### src/rtl/mor1kx_bus_arbiter.sv
// Arbitrates the mor1kx instruction and data Wishbone masters onto one
// chip-select CPU bus, with burst grant retention, ack timeout and registered read data.
module mor1kx_bus_arbiter #(
   parameter int    AW       = 24,
   parameter string ARB_MODE = "DATA",
   parameter int    TIMEOUT  = 255
) (
   input  logic          clk,
   input  logic          rst_n,
   input  logic [31:0]   i_adr_i,
   input  logic          i_cyc_i,
   input  logic          i_stb_i,
   input  logic          i_we_i,
   input  logic [3:0]    i_sel_i,
   input  logic [2:0]    i_cti_i,
   input  logic [31:0]   i_dat_i,
   output logic [31:0]   i_dat_o,
   output logic          i_ack_o,
   output logic          i_err_o,
   input  logic [31:0]   d_adr_i,
   input  logic          d_cyc_i,
   input  logic          d_stb_i,
   input  logic          d_we_i,
   input  logic [3:0]    d_sel_i,
   input  logic [2:0]    d_cti_i,
   input  logic [31:0]   d_dat_i,
   output logic [31:0]   d_dat_o,
   output logic          d_ack_o,
   output logic          d_err_o,
   output logic          cpu_cs,
   output logic          cpu_we,
   output logic [3:0]    cpu_sel,
   output logic [AW-1:0] cpu_adr,
   output logic [31:0]   cpu_dat_w,
   input  logic [31:0]   cpu_dat_r,
   input  logic          cpu_ack,
   output logic [1:0]    grant_o,
   output logic          bus_err_o
);

   localparam bit RR_MODE = (ARB_MODE == "RR");
   localparam int CW      = (TIMEOUT > 1) ? $clog2(TIMEOUT) : 1;
   localparam logic [CW-1:0] CNT_LAST = CW'((TIMEOUT > 0) ? TIMEOUT - 1 : 0);

   typedef enum logic [1:0] {IDLE, BUSY, RESP_OK, RESP_ERR} state_t;

   typedef struct packed {
      logic        cyc;
      logic        stb;
      logic        we;
      logic [3:0]  sel;
      logic [2:0]  cti;
      logic [31:0] adr;
      logic [31:0] dat;
   } wb_req_t;

   state_t        state, state_nxt;
   wb_req_t       im, dm, gm;
   logic [1:0]    grant;
   logic          last_d;
   logic [CW-1:0] cnt;
   logic [31:0]   rdata;
   logic          req_i, req_d, pick_d, burst, timeout_hit;
   logic          unused_bits;

   assign im = '{cyc: i_cyc_i, stb: i_stb_i, we: i_we_i, sel: i_sel_i,
                 cti: i_cti_i, adr: i_adr_i, dat: i_dat_i};
   assign dm = '{cyc: d_cyc_i, stb: d_stb_i, we: d_we_i, sel: d_sel_i,
                 cti: d_cti_i, adr: d_adr_i, dat: d_dat_i};
   assign gm = grant[1] ? dm : im;

   assign req_i = im.cyc & im.stb;
   assign req_d = dm.cyc & dm.stb;
   // RR: on contention the master opposite the last completed owner wins
   assign pick_d      = RR_MODE ? (req_d & (!req_i | !last_d)) : req_d;
   assign burst       = gm.cyc & (gm.cti == 3'b010);
   assign timeout_hit = (TIMEOUT != 0) && (cnt == CNT_LAST);
   assign unused_bits = ^{gm};

   always_ff @(posedge clk or negedge rst_n) begin
      if (!rst_n) state <= IDLE;
      else        state <= state_nxt;
   end

   always_comb begin
      state_nxt = state;
      case (state)
         IDLE:     if (req_i | req_d) state_nxt = BUSY;
         // a dropped cyc wins over a same-cycle ack, which is then discarded
         BUSY: begin
            if (!gm.cyc)          state_nxt = IDLE;
            else if (cpu_ack)     state_nxt = RESP_OK;
            else if (timeout_hit) state_nxt = RESP_ERR;
         end
         RESP_OK, RESP_ERR: state_nxt = burst ? BUSY : IDLE;
         default:  state_nxt = IDLE;
      endcase
   end

   always_comb begin
      cpu_cs    = 1'b0;
      cpu_we    = 1'b0;
      cpu_sel   = '0;
      cpu_adr   = '0;
      cpu_dat_w = '0;
      i_ack_o   = 1'b0;
      i_err_o   = 1'b0;
      d_ack_o   = 1'b0;
      d_err_o   = 1'b0;
      bus_err_o = 1'b0;
      case (state)
         BUSY: begin
            cpu_cs    = 1'b1;
            cpu_we    = gm.we;
            cpu_sel   = gm.sel;
            cpu_adr   = gm.adr[AW-1:0];
            cpu_dat_w = gm.dat;
         end
         RESP_OK: begin
            i_ack_o = grant[0];
            d_ack_o = grant[1];
         end
         RESP_ERR: begin
            i_err_o   = grant[0];
            d_err_o   = grant[1];
            bus_err_o = 1'b1;
         end
         default: ;
      endcase
   end

   always_ff @(posedge clk or negedge rst_n) begin
      if (!rst_n) begin
         grant  <= '0;
         last_d <= 1'b0;
         cnt    <= '0;
         rdata  <= '0;
      end else begin
         if (state_nxt == IDLE)
            grant <= '0;
         else if (state == IDLE)
            grant <= pick_d ? 2'b10 : 2'b01;

         if (state == BUSY) cnt <= cnt + 1'b1;
         else               cnt <= '0;

         if (state == BUSY && gm.cyc) begin
            if (cpu_ack) begin
               rdata  <= cpu_dat_r;
               last_d <= grant[1];
            end else if (timeout_hit) begin
               rdata  <= '0;
            end
         end
      end
   end

   assign grant_o = grant;
   assign i_dat_o = rdata;
   assign d_dat_o = rdata;

endmodule

### config.mk
export PLATFORM = sky130hd
export DESIGN_NAME = mor1kx_bus_arbiter
export DESIGN_NICKNAME = d
export VERILOG_FILES = /design/src/rtl/mor1kx_bus_arbiter.sv
export SDC_FILE = /design/constraint.sdc
export NUM_CORES = 1
export LEC_CHECK = 0
export ABC_AREA = 1
export BUFFER_PORTS_ARGS = -buffer_cell sky130_fd_sc_hd__buf_2
export CORE_AREA = 2 2 124 126
export CTS_CLUSTER_DIAMETER = 120
export DETAILED_ROUTE_END_ITERATION = 8
export DIE_AREA = 0 0 126 128
export PLACE_DENSITY = 0.63
export RECOVER_POWER = 25
export SLEW_MARGIN = 20
export SYNTH_ARGS = -nofsm -noshare
export SYNTH_HDL_FRONTEND = slang
export SYNTH_SLANG_ARGS = --single-unit
export TNS_END_PERCENT = 5
### constraint.sdc
create_clock -name clk -period 1.3 [get_ports clk]
set_input_delay 0.13 -clock clk [delete_from_list [all_inputs] [get_ports clk]]
set_output_delay 0.13 -clock clk [all_outputs]
set_load 0.05 [all_outputs]
==> Yosys cells after proc, flatten, opt, wreduce, memory -nomap -nowiden <==
Index checks and enable logic that the tools add are counted.
{ "totals": {"regBits": 44, "in_bits": 183, "out_inout_bits": 133, "word_cells": 44} }
{ "classes": {"n_addsub": 1, "n_eq_ne": 5, "muxes": 23, "bitwise": 4, "n_reduce_logical": 7} }
{ "op_table": {"columns": ["operator", "count"], "rows": [
  ["$mux 32", 3],
  ["$mux 74", 1],
  ["$mux 24", 1],
  ["$mux 2", 7],
  ["$add 8x1->8 const B", 1],
  ["$eq 8x8->1 const B", 1],
  ["$mux 1", 8],
  ["$mux 8", 1],
  ["$pmux 2 s3", 1],
  ["$eq 2x2->1 const B", 2],
  ["$logic_not 2->1", 2],
  ["$mux 4", 1],
  ["$reduce_bool 2->1", 2],
  ["$and 1x1->1", 3],
  ["$eq 3x2->1 const B", 1],
  ["$eq 2x1->1 const B", 1],
  ["$reduce_and 2->1", 1],
  ["$reduce_or 2->1", 1],
  ["$logic_and 1x1->1", 1],
  ["$or 1x1->1", 1]
]} }

==> Depth between registers and ports, before layout <==
{ "logic_depth": {"depth_word": 7, "depth_mapped": 10, "depth_no_buf": 10} }

==> Least setup slack after synthesis <==
Ideal clock, no wire load.
{ "synth_timing": {"path_kind": "register -> output", "from": "register grant[1] (netlist: grant_o[1])", "to": "output port d_ack_o", "t_arrival_ns": 2.253, "required_ns": 1.170, "path_slack_ns": -1.083, "stages_incl_launch_ff": 6, "n_path_buf": 3, "cell_sequence": "dfrtp_1 buf_4 inv_2 buf_2 buf_2 nor3_1"} }
{ "synth_between": {"elab_chain_cells": 1} }
{ "synth_lines": {"columns": ["item", "line", "text"], "rows": [
  ["start: declaration", "59", "logic [1:0] grant;"],
  ["start signal: assignment", "142", "grant <= pick_d ? 2'b10 : 2'b01;"],
  ["$mux 1", "111", "case (state)"],
  ["end: declaration", "28", "output logic d_ack_o,"]
]} }
No other way between the ends.

==> Worst setup path after layout <==
{ "layout_timing": {"from": "register grant[1] (netlist: grant_o[1])", "to": "output port cpu_adr[23]"} }
{ "layout_between": {"elab_chain_cells": 2} }
{ "layout_lines": {"columns": ["item", "line", "text"], "rows": [
  ["$mux 74", "70", "assign gm = grant[1] ? dm : im;"],
  ["$mux 24", "111", null],
  ["end: declaration", "33", "output logic [AW-1:0] cpu_adr,"]
]} }
No other way between the ends.

==> results.md <==
* Htree depth at 2
* Pwr per Cell Area at between 2000 and 2500 nW/um^2
* Crit-path slowest cell: dfrtp_2
* Flop and latch count out of synthesis at 44
* Num rows at 45
* Transition time at the pin with the least slew margin at 0.468 ns
* Dpl cells at 914
* Area share of the largest cell type after synthesis at 36.0%
* VDD IR max at around 2.1 mV
* Clk_lat worst skew at 0.29 ns
* Area growth from synthesis to layout at 110%
* Maximum buffer depth of the clock tree at 2
* CTS Sinks at 44
* GR Overflow Total at 0
* Leakage at 3.19 nW
* Largest net degree at the start of global routing at 50
* Endpoints failing hold at 0
* ANT cells at 0
* Outcome: finished, violations left
* Synthesized cell area at 3060 um^2
* Synth Instances at approximately 460
* Fmax at a little over 600 MHz
* Die Area at 16100 um^2
* Buf+Inv Stages, Crit Path at 3
* Yosys cell types at 21
* TritonRoute pass-1 iters at 4
* Worst Reg-to-Reg Cells at 9
* Final setup fails at 102
* Filler cell count at 1519
* R2R Path End: d_dat_o[31]$_DFFE_PN0P_
* Hold path start: cpu_dat_r[17]
* Worst Setup End Kind: output pin
* FF-to-FF Start: grant_o[1]$_DFFE_PN0P_
* Cell Chain, Critical Path: inv_8 -> clkbuf_16 -> nand2_1 -> a21oi_4 -> buf_6
* Via count at 4071
* Clock Skew at 0.00694 ns
* Total Wirelength at 13900 um
* DRC viols at 0
* Seq/Total Area, Yosys at a little over a third
* CTS tree: done
* Setup WS post-layout at -0.348 ns
* Starting density of the core at around a fifth
* Die width at 126 um
* Iter 0 DRT Violations at about 120
* Global-route wire length before repair at 19400 um
* Reg2reg setup slack at -0.22 ns
* RSZ-0062 raised after global routing: true
* Hold path cells at 3
* WHS Endpoint: d_dat_o[17]$_DFFE_PN0P_
* Initial antenna violation count at 2
* Wirelength per Cell at 14.9 um
* Io pins at 316
* Ranking of synthesized cells by area: dfrtp_1, nand2_1, a21oi_1, buf_4, nand3_1
* Register area at 1100 um^2
* Worst slack, placed at -0.132 ns
* HPWL after DPL at 10100 um
* Worst-path clk slew at 0.06 ns
* Layout cells sized above 1 at a little under two thirds
* Total GRT Usage at between 15 and 20%
* Most common cell after layout, fill and taps aside: buf_2
* WS Path Type: reg2out
* IO Port Bufs at 299
* Commonest cells after routing, fill and taps aside: buf_2, nand2_1, buf_6, a21oi_4, nand2_2
* Largest fanout on the critical path at 16
* Root buffer cell: clkbuf_16
* Height of the die at approximately 130 um
* Min cycle time layout at 1.65 ns
* Finished Layout Cells at 931
* Crit path required time at 1.17 ns
* Layout Nets at between 900 and 1000
* WP data arrival at 1.52 ns
* ANT nets after route at 0
* Hold WC Path Type: in2reg
* Vias/cell at 4.37
* Max cap viols at 0
* Post-Syn Nets at 649
* Delay-heaviest family, CP: buffers and inverters
* Yosys top cell by area: dfrtp_1
* Max-slew violations at 0
* Slew margin rel. at 68.8%
* Failing checks: setup timing
* Startpoint types: register
* Vias in the first global route at 3900
* Slowest cell delay on critical path at 0.49 ns
* Avg Inst Size Synth at about 6.6 um^2
* Gpl congestion at 0.809
* Final period util at 127%
* Synth Warn # at 0
* Core area at 14900 um^2
* Area occupied by multi-input gates at 2380 um^2
* Cts bufs inserted at 5
-- routing by layer --
| metal | vias up | global-route usage, % | part of all wire [%] |
|---|---|---|---|
| met1 | 1872 | 15.9 | 36 |
| li1 | 1990 | - | - |
| met3 | 21 | 3.51 | 7.6 |
| met2 | 184 | 29.7 | 54 |
| met4 | 4 | 3.94 | 2.2 |
| met5 | - | 0 | 0.21 |
-- cell families after synthesis --
logic type / share of synthesized area (%)
flops: 36.0
fa+ha+maj: 0.818
simple gates: 36.1
xor+xnor: 0.286
compound gates: 11.4
buf+inv: 15.3
-- registers in the layout (all words and copies together), names as in the netlist --
signal / count
cnt: 8
d_dat_o: 32
grant_o: 2
state: 2
-- report_power, final --
| part | switching (W) | internal [W] | total [W] | leakage [nW] |
|---|---|---|---|---|
| Sequential | 0.000449 | 0.00190 | 0.00235 | 0.558 |
| Combinational | 0.00725 | 0.00280 | 0.0101 | 2.55 |
| Clock | 0.000539 | 0.000963 | 0.00150 | 0.0871 |
| Total | 0.00824 | 0.00567 | 0.0139 | 3.19 |
-- stage by stage --
| step | setup TNS, ns | total power, W | instance area [um^2] | hold slack, ns | utilization, % |
|---|---|---|---|---|---|
| 3_5_place_dp | -6.51 | 0.0115 | 5430 | 0.105 | 36.5 |
| 5_1_grt | -33.40 | 0.0145 | 6440 | 0.0819 | 43.3 |
| 2_1_floorplan | -21.26 | 0.00995 | 3830 | -0.166 | - |
| 4_1_cts | -20.75 | 0.0137 | 6140 | 0.0633 | 41.3 |
| 3_3_place_gp | -6.76 | 0.0115 | 5430 | 0.108 | 36.5 |
| 6_report | -26.39 | 0.0139 | 6440 | 0.0707 | 43.3 |
-- worst max path at each step --
stage	start	end	slack, ns	depth (start not counted)
finish	grant_o[1]$_DFFE_PN0P_	cpu_adr[23]	-0.35	5
global route	grant_o[1]$_DFFE_PN0P_	cpu_dat_w[8]	-0.40	5
CTS	grant_o[1]$_DFFE_PN0P_	cpu_dat_w[11]	-0.36	5
detailed placement	grant_o[1]$_DFFE_PN0P_	cpu_adr[17]	-0.13	5
global placement	grant_o[1]$_DFFE_PN0P_	cpu_dat_w[27]	-0.11	5
floorplan	grant_o[1]$_DFFE_PN0P_	cpu_adr[1]	-0.27	4
-- repair_timing --
action | in CTS | in global routing
endpoints found under the hold margin | 17 | 0
resized for setup | 164 | 52
setup endpoints to repair | 103 | 103
hold buffers | 1 | 0
setup buffers | 0 | 2
cloned | 1 | 5
pin swaps | 2 | 4
-- area by class of cell --
| cell class | instances | area share, % |
|---|---|---|
| timing repair buffer | 334 | 38.3 |
| multi-input combinational | 341 | 37.0 |
| sequential | 44 | 17.1 |
| inverter | 16 | 1.09 |
| clock inverter | 2 | 0.603 |
| tap | 188 | 3.65 |
| clock buffer | 6 | 2.16 |
-- synth_stat cells, drive strengths merged --
| library cell | instances |
|---|---|
| nand2 | 207 |
| o21a | 2 |
| ha | 2 |
| and2 | 1 |
| nand3 | 38 |
| o21ai | 3 |
| xor2 | 1 |
| buf | 52 |
| nor3 | 3 |
| inv | 16 |
| dfrtp | 44 |
| nor2 | 20 |
| clkbuf | 11 |
| a21oi | 64 |
-- worst min-delay path, stage by stage --
cell and delay [ns]:
buf_2 0.07, nand3_1 0.06, nand2_1 0.06
(Power assumes the default switching activity.)
